### config.mk
export PLATFORM = sky130hd
export DESIGN_NAME = apb_master_bridge
export DESIGN_NICKNAME = d
export VERILOG_FILES = /design/src/rtl/apb_pkg.sv /design/src/rtl/apb_master_bridge.sv
export SDC_FILE = /design/constraint.sdc
export NUM_CORES = 1
export LEC_CHECK = 0
export CAP_MARGIN = 10
export CORE_ASPECT_RATIO = 1.75
export CORE_UTILIZATION = 40
export CTS_BUF_LIST = sky130_fd_sc_hd__clkbuf_4 sky130_fd_sc_hd__clkbuf_8
export DETAILED_ROUTE_END_ITERATION = 8
export PLACE_DENSITY = 0.78
export SYNTH_ARGS = -nofsm -noshare
export SYNTH_HDL_FRONTEND = slang
export SYNTH_SLANG_ARGS = --single-unit
### constraint.sdc
create_clock -name clk -period 2 [get_ports clk]
set_input_delay 0.3 -clock clk [delete_from_list [all_inputs] [get_ports clk]]
set_output_delay 0.3 -clock clk [all_outputs]
set_load 0.05 [all_outputs]
### src/rtl/apb_pkg.sv
// Shared APB definitions: FSM state encoding (also used by the slave-side
// controller) and the APB response codes.
package apb_pkg;

  localparam logic [1:0] ST_IDLE   = 2'd0;
  localparam logic [1:0] ST_SETUP  = 2'd1;
  localparam logic [1:0] ST_ACCESS = 2'd2;
  localparam logic [1:0] ST_RESP   = 2'd3;

  typedef enum logic [1:0] {
    S_IDLE   = ST_IDLE,
    S_SETUP  = ST_SETUP,
    S_ACCESS = ST_ACCESS,
    S_RESP   = ST_RESP
  } apb_state_e;

  localparam logic RESP_OKAY   = 1'b0;
  localparam logic RESP_SLVERR = 1'b1;

endpackage

### src/rtl/apb_master_bridge.sv
// APB initiator: turns one valid/ready command at a time into an APB
// SETUP/ACCESS transfer and returns data/error on a valid/ready response.
module apb_master_bridge #(
  parameter int ADDR_WIDTH = 32,
  parameter int DATA_WIDTH = 32,
  parameter int TIMEOUT    = 255,
  parameter int TO_WIDTH   = 8
) (
  input  logic                    clk,
  input  logic                    rstn,
  input  logic                    req_valid,
  output logic                    req_ready,
  input  logic [ADDR_WIDTH-1:0]   req_addr,
  input  logic                    req_write,
  input  logic [DATA_WIDTH-1:0]   req_wdata,
  input  logic [DATA_WIDTH/8-1:0] req_strb,
  output logic                    rsp_valid,
  input  logic                    rsp_ready,
  output logic [DATA_WIDTH-1:0]   rsp_rdata,
  output logic                    rsp_err,
  output logic                    psel,
  output logic                    penable,
  output logic [ADDR_WIDTH-1:0]   paddr,
  output logic                    pwrite,
  output logic [DATA_WIDTH-1:0]   pwdata,
  output logic [DATA_WIDTH/8-1:0] pstrb,
  input  logic                    pready,
  input  logic [DATA_WIDTH-1:0]   prdata,
  input  logic                    pslverr
);
  import apb_pkg::*;

  localparam logic [TO_WIDTH-1:0] TO_LAST =
    TO_WIDTH'((TIMEOUT == 0) ? 0 : TIMEOUT - 1);

  apb_state_e              r_state;
  logic [TO_WIDTH-1:0]     r_cnt;
  logic                    r_reqReady;
  logic                    r_rspValid;
  logic [DATA_WIDTH-1:0]   r_rspRdata;
  logic                    r_rspErr;
  logic                    r_psel;
  logic                    r_penable;
  logic [ADDR_WIDTH-1:0]   r_addr;
  logic                    r_write;
  logic [DATA_WIDTH-1:0]   r_wdata;
  logic [DATA_WIDTH/8-1:0] r_strb;
  logic                    w_toHit;

  // A dead slave is abandoned once pready has stayed low for TIMEOUT cycles.
  assign w_toHit = (TIMEOUT != 0) && (r_cnt == TO_LAST);

  always_ff @(posedge clk or negedge rstn) begin
    if (!rstn) begin
      r_state    <= S_IDLE;
      r_cnt      <= '0;
      r_reqReady <= 1'b0;
      r_rspValid <= 1'b0;
      r_rspRdata <= '0;
      r_rspErr   <= RESP_OKAY;
      r_psel     <= 1'b0;
      r_penable  <= 1'b0;
      r_addr     <= '0;
      r_write    <= 1'b0;
      r_wdata    <= '0;
      r_strb     <= '0;
    end else begin
      case (r_state)
        S_IDLE: begin
          r_reqReady <= 1'b1;
          if (req_valid && r_reqReady) begin
            r_addr     <= req_addr;
            r_write    <= req_write;
            r_wdata    <= req_wdata;
            r_strb     <= req_write ? req_strb : '0;
            r_reqReady <= 1'b0;
            r_psel     <= 1'b1;
            r_state    <= S_SETUP;
          end
        end
        S_SETUP: begin
          r_penable <= 1'b1;
          r_cnt     <= '0;
          r_state   <= S_ACCESS;
        end
        S_ACCESS: begin
          if (pready) begin
            r_rspRdata <= r_write ? '0 : prdata;
            r_rspErr   <= pslverr ? RESP_SLVERR : RESP_OKAY;
            r_psel     <= 1'b0;
            r_penable  <= 1'b0;
            r_rspValid <= 1'b1;
            r_state    <= S_RESP;
          end else if (w_toHit) begin
            r_rspRdata <= '0;
            r_rspErr   <= RESP_SLVERR;
            r_psel     <= 1'b0;
            r_penable  <= 1'b0;
            r_rspValid <= 1'b1;
            r_state    <= S_RESP;
          end else begin
            r_cnt <= r_cnt + TO_WIDTH'(1);
          end
        end
        S_RESP: begin
          // Ready is re-raised only on the way into IDLE, so no command can
          // be taken in the same cycle as the response handshake.
          if (rsp_ready) begin
            r_rspValid <= 1'b0;
            r_reqReady <= 1'b1;
            r_state    <= S_IDLE;
          end
        end
        default: r_state <= S_IDLE;
      endcase
    end
  end

  assign req_ready = r_reqReady;
  assign rsp_valid = r_rspValid;
  assign rsp_rdata = r_rspRdata;
  assign rsp_err   = r_rspErr;
  assign psel      = r_psel;
  assign penable   = r_penable;
  assign paddr     = r_addr;
  assign pwrite    = r_write;
  assign pwdata    = r_wdata;
  assign pstrb     = r_strb;

endmodule
After elaboration in Yosys (flattened, before gate mapping). Cells that the tools add are included. Widths: inputs -> output; s select.

Add/sub/neg operators: 1. Reductions and logical operators: 15. Multiplexer cells: 26. Eq/ne operators: 9.

Operator list (count): $mux 32 (3); $mux 8 (2); $pmux 8 s2 (1); $reduce_and 3->1 (4); $mux 1 (10); $reduce_bool 2->1 (5); $add 8x1->8 const B (1); $eq 8x8->1 const B (1); $mux 2 (4); $ne 2x2->1 const B (4); $pmux 1 s2 (4); $pmux 2 s4 (1); $reduce_and 2->1 (4); $eq 2x2->1 const B (2); $mux 4 (1); $ne 3x3->1 const B (1); $eq 2x1->1 const B (1); $logic_not 2->1 (1); $logic_and 1x1->1 (1).

Register bits: 116. Word-level logic and storage cells: 63.

Depth between registers and ports, before layout.
Depth after elaboration: 4. Depth in mapped cells: 8. Depth with buffers taken out: 6.

Worst setup path after synthesis. Ideal clock, no wire load.

Kind: flip-flop to flip-flop. Start: register r_state[0]. End: register r_state[1]. Stages on the path, launching flop included: 7. Arrival time: 1.582 ns. Required time: 1.875 ns. Library setup time: 0.125 ns. Setup slack: 0.293 ns. Path through: dfrtp_1 > inv_1 > ha_1 > inv_1 > a211o_1 > nand2_1 > mux2_2.

Word-level cells in the longest chain between the ends: 3.

Ends and longest elaborated chain: start, declared (RTL line apb_master_bridge.sv:36) `apb_state_e r_state;`; start signal, assigned (RTL line apb_master_bridge.sv:55) `r_state <= S_IDLE;`; start signal, assigned (RTL line apb_master_bridge.sv:78) `r_state <= S_SETUP;`; start signal, assigned (RTL line apb_master_bridge.sv:84) `r_state <= S_ACCESS;`; $eq 2x2->1 / $logic_not 2->1 (equally long branches) (RTL line apb_master_bridge.sv:68) `case (r_state)`; $ne 3x3->1 (no source line) / $ne 2x2->1 (equally long branches); $reduce_and 3->1 (no source line).

Parallel ways exist; a longest one is shown, timed or not. A chain may end at the register's enable or synchronous reset.

Worst setup path in the final report.
Start: register r_rspRdata[24] (netlist: rsp_rdata[24]). End: output port rsp_rdata[24].

RTL lines: start, declared (RTL line apb_master_bridge.sv:40) `logic [DATA_WIDTH-1:0] r_rspRdata;`; start signal, assigned (RTL line apb_master_bridge.sv:88) `r_rspRdata <= r_write ? '0 : prdata;`; end, declared (RTL line apb_master_bridge.sv:19) `output logic [DATA_WIDTH-1:0] rsp_rdata,`.

No word-level cell between the ends.

==> impl_metrics.toml <==
[global_routing]
first_global_vias = 3708
antenna_found_initial = 0
groute.usage.overall_pct = 21.10
grt_pass1_wl_um = 18220
gr-total-overflow = 0
grt_max_degree = 44

[power]
switchingPower_mw = 6.390
p_comb_share_pct = 55.3
sequentialPowerShare_pct = 28.4
power.total_mw = 13.95
switching_share_pct = 45.82
p_int_mw = 7.556
ir_drop_mv = 1.105
leakage_nw = 3.168
clkPwrFrac_pct = 16.2
p_per_area_nw_per_um2 = 1912

[die]
core_um2 = 11100
fp.dieH_um = 143.0
row_count = 51
die-width_um = 82.55
die_area_um2 = 11800
start_util_pct = 40.91
io_pins = 213

[setup_path]
slowest_stage = "clkdlybuf4s50_1"
worst-path-max-fanout = 2
cp_cell_sequence = "clkdlybuf4s50_1"
reg2reg_slack_ns = 0.17
r2r-start = "r_cnt[0]"
cp.required_ns = 1.70
rr_worst_depth = 7
crit_end = "rsp_rdata[24]"
setup.worst_path.end_class = "output port"
arrival_ns = 1.62
cp-startpoint = "rsp_rdata[24]"
crit_cells = 1
path_class = "reg2out"
worstReg2RegEnd = "r_cnt[3]"
path_buf_inv = 1
critical_path.top_delay_family = "buffers and inverters"
cpPeakStageDelay_ns = 0.84
worstSetupStartpointType = "flip-flop"

[placed_design]
gp_congestion = 0.7935
place_area_um2 = 6863
dp_cells = 649
pre_cts_slack_ns = 0.1798
hpwl_um = 8922
portBuffers = 212

[synthesis]
yosys_warnings = 0
synth_flop_cell = "dfrtp_1"
syn-instance-count = 312
yosysSeqAreaShare_pct = 63.91
synth_area_um2 = 4542
yosys_register_bits = 116
syn-num-nets = 426
synth_cell_types = 33
syn_area_per_cell_um2 = 14.56
synthArstFlopShare_pct = 100.0
synth-edff-count = 0

[sta]
period_minus_slack_ns = 1.922
worstMarginPinSlew_ns = 0.5864
hold_viol_final = 0
skew_ns = 0.008172
fin_setup_tns_ns = 0
setup_slack_ns = 0.07842
maxSlewHeadroom_pct = 60.90
rsz0062_at_grt = "false"
max_freq_mhz = 520.4
whs_ns = 0.4315
finalMaxSlewViolations = 0
setup_viol_count_final = 0
fin_crit_sh_pct = 96.08

[detailed_routing]
route.antenna.remaining_nets = 0
vias = 3501
drt-initial-drc-count = 98
route.detailed.drc = 0
wl_per_cell_um = 17.75
dr.pass1.iters = 4
vias_per_cell = 5.133
routed_wl_um = 12110

[clock_network]
clk_latency_ns = 0.41
clockBufferDepth = 2
cts_htree_levels = 4
clk_pin_slew_ns = 0.07
cts_tree = "done"
numCtsBuffers = 17
clockRootBuffer = "clkbuf_8"
cts_setup_buffers = 0
numClockSinks = 116

[layout]
num-fill-cells = 878
fin_area_um2 = 7293
seqCellArea_um2 = 2903
final_core_util_pct = 65.69
multi_input_area_um2 = 1508
drive_gt1_share_pct = 20.73
area_delta_synth_final_pct = 60.58
final_nets = 651
layout.cells.non_filler = 682
antennaDiodeCount = 0

[worst_hold_path]
hold_path.class = "in2async"

[run]
drv_cap = 0

[status]
status = "complete, no violations"
[cell usage after synthesis, types with 2 or more instances]
library cell	count	area [um2]
a22o_1	32	280.3
a21oi_1	3	15.01
buf_6	5	56.30
nor2_1	3	11.26
nand2_1	14	52.55
clkbuf_1	2	7.510
mux2_2	66	743.2
o211ai_1	3	22.52
buf_2	9	45.04
o31ai_1	3	22.52
nand3_1	8	40.04
a21boi_0	2	15.01
o21ai_0	12	60.06
dfrtp_1	116	2903
inv_1	10	37.54
ha_1	7	87.58
[how the worst min path moves through the flow]
stage                      to  cells after the start
CTS                  pstrb[1]                      3
floorplan            paddr[0]                      0
global route        pwdata[2]                      2
finish              pwdata[6]                      2
detailed placement  pwdata[6]                      1
global placement    pwdata[6]                      1
[final cells by class]
cell class,count,share of cell area [%]
Multi-Input combinational cell,170,20.67
Clock buffer,20,3.688
Timing Repair Buffer,222,30.95
Clock inverter,12,2.110
Inverter,10,0.5147
Sequential cell,116,39.80
Tap cell,132,2.265
[cells in the final DEF (no fill, tap or decap), types with 5 or more instances in the layout]
master and instances:
nand3_1 7, buf_4 5, nand2_1 14, a22o_1 32, dfrtp_1 116, clkdlybuf4s50_1 209
ha_1 7, clkbuf_8 19, o21ai_0 12, inv_1 10, mux2_2 66, buf_12 5
[flip-flops by register name, summed over array words and instances (netlist names), 2 cells and up]
signal     cells
paddr         32
pstrb          4
rsp_rdata     32
r_cnt          8
r_state        2
pwdata        32
[layer usage]
| metal | GRT usage [%] | share of wire, % | vias up |
|---|---|---|---|
| li1 | - | - | 1586 |
| met1 | 21.52 | 36 | 1748 |
| met2 | 37.80 | 55 | 135 |
| met3 | 5.304 | 5.1 | 32 |
| met4 | 11.80 | 4.1 | 0 |
| met5 | 0 | 0 | - |
[worst reg2reg max path: cells and delay by family, from the launching register on]
family	cells	cell delay [ns]
fa+ha+maj	1	0.23
simple gates	1	0.20
flops	1	0.42
buf+inv	2	0.26
compound gates	3	0.60
[power by group through the flow]
stage / Clock (mW) / Combinational [mW] / Sequential, mW
after detailed placement: 0 / 7.77 / 4.01
final: 2.26 / 7.72 / 3.97
after CTS: 2.33 / 7.78 / 3.97
after floorplan: 0 / 1.58 / 7.41
after global placement: 0 / 7.64 / 3.96
after global routing: 2.44 / 8.04 / 4.11
[logic make-up after synthesis]
logic type                 synth area share (%)
adders and majority gates                 1.928
xor gates and xnor gates                 0.1929
and+or+nand+nor                           3.416
DFF                                       63.91
buffers and inverters                     3.223
muxes                                     16.36
AOI/OAI and AO/OA                         10.96
[timing repair]
action,in CTS,in global routing
gates cloned,0,0
endpoints found under the hold margin,41,0
pin swaps,0,2
resized for setup,2,0
setup endpoints to repair,2,1
hold buffers,1,0
No activity file was read; power rests on OpenSTA's default activity.
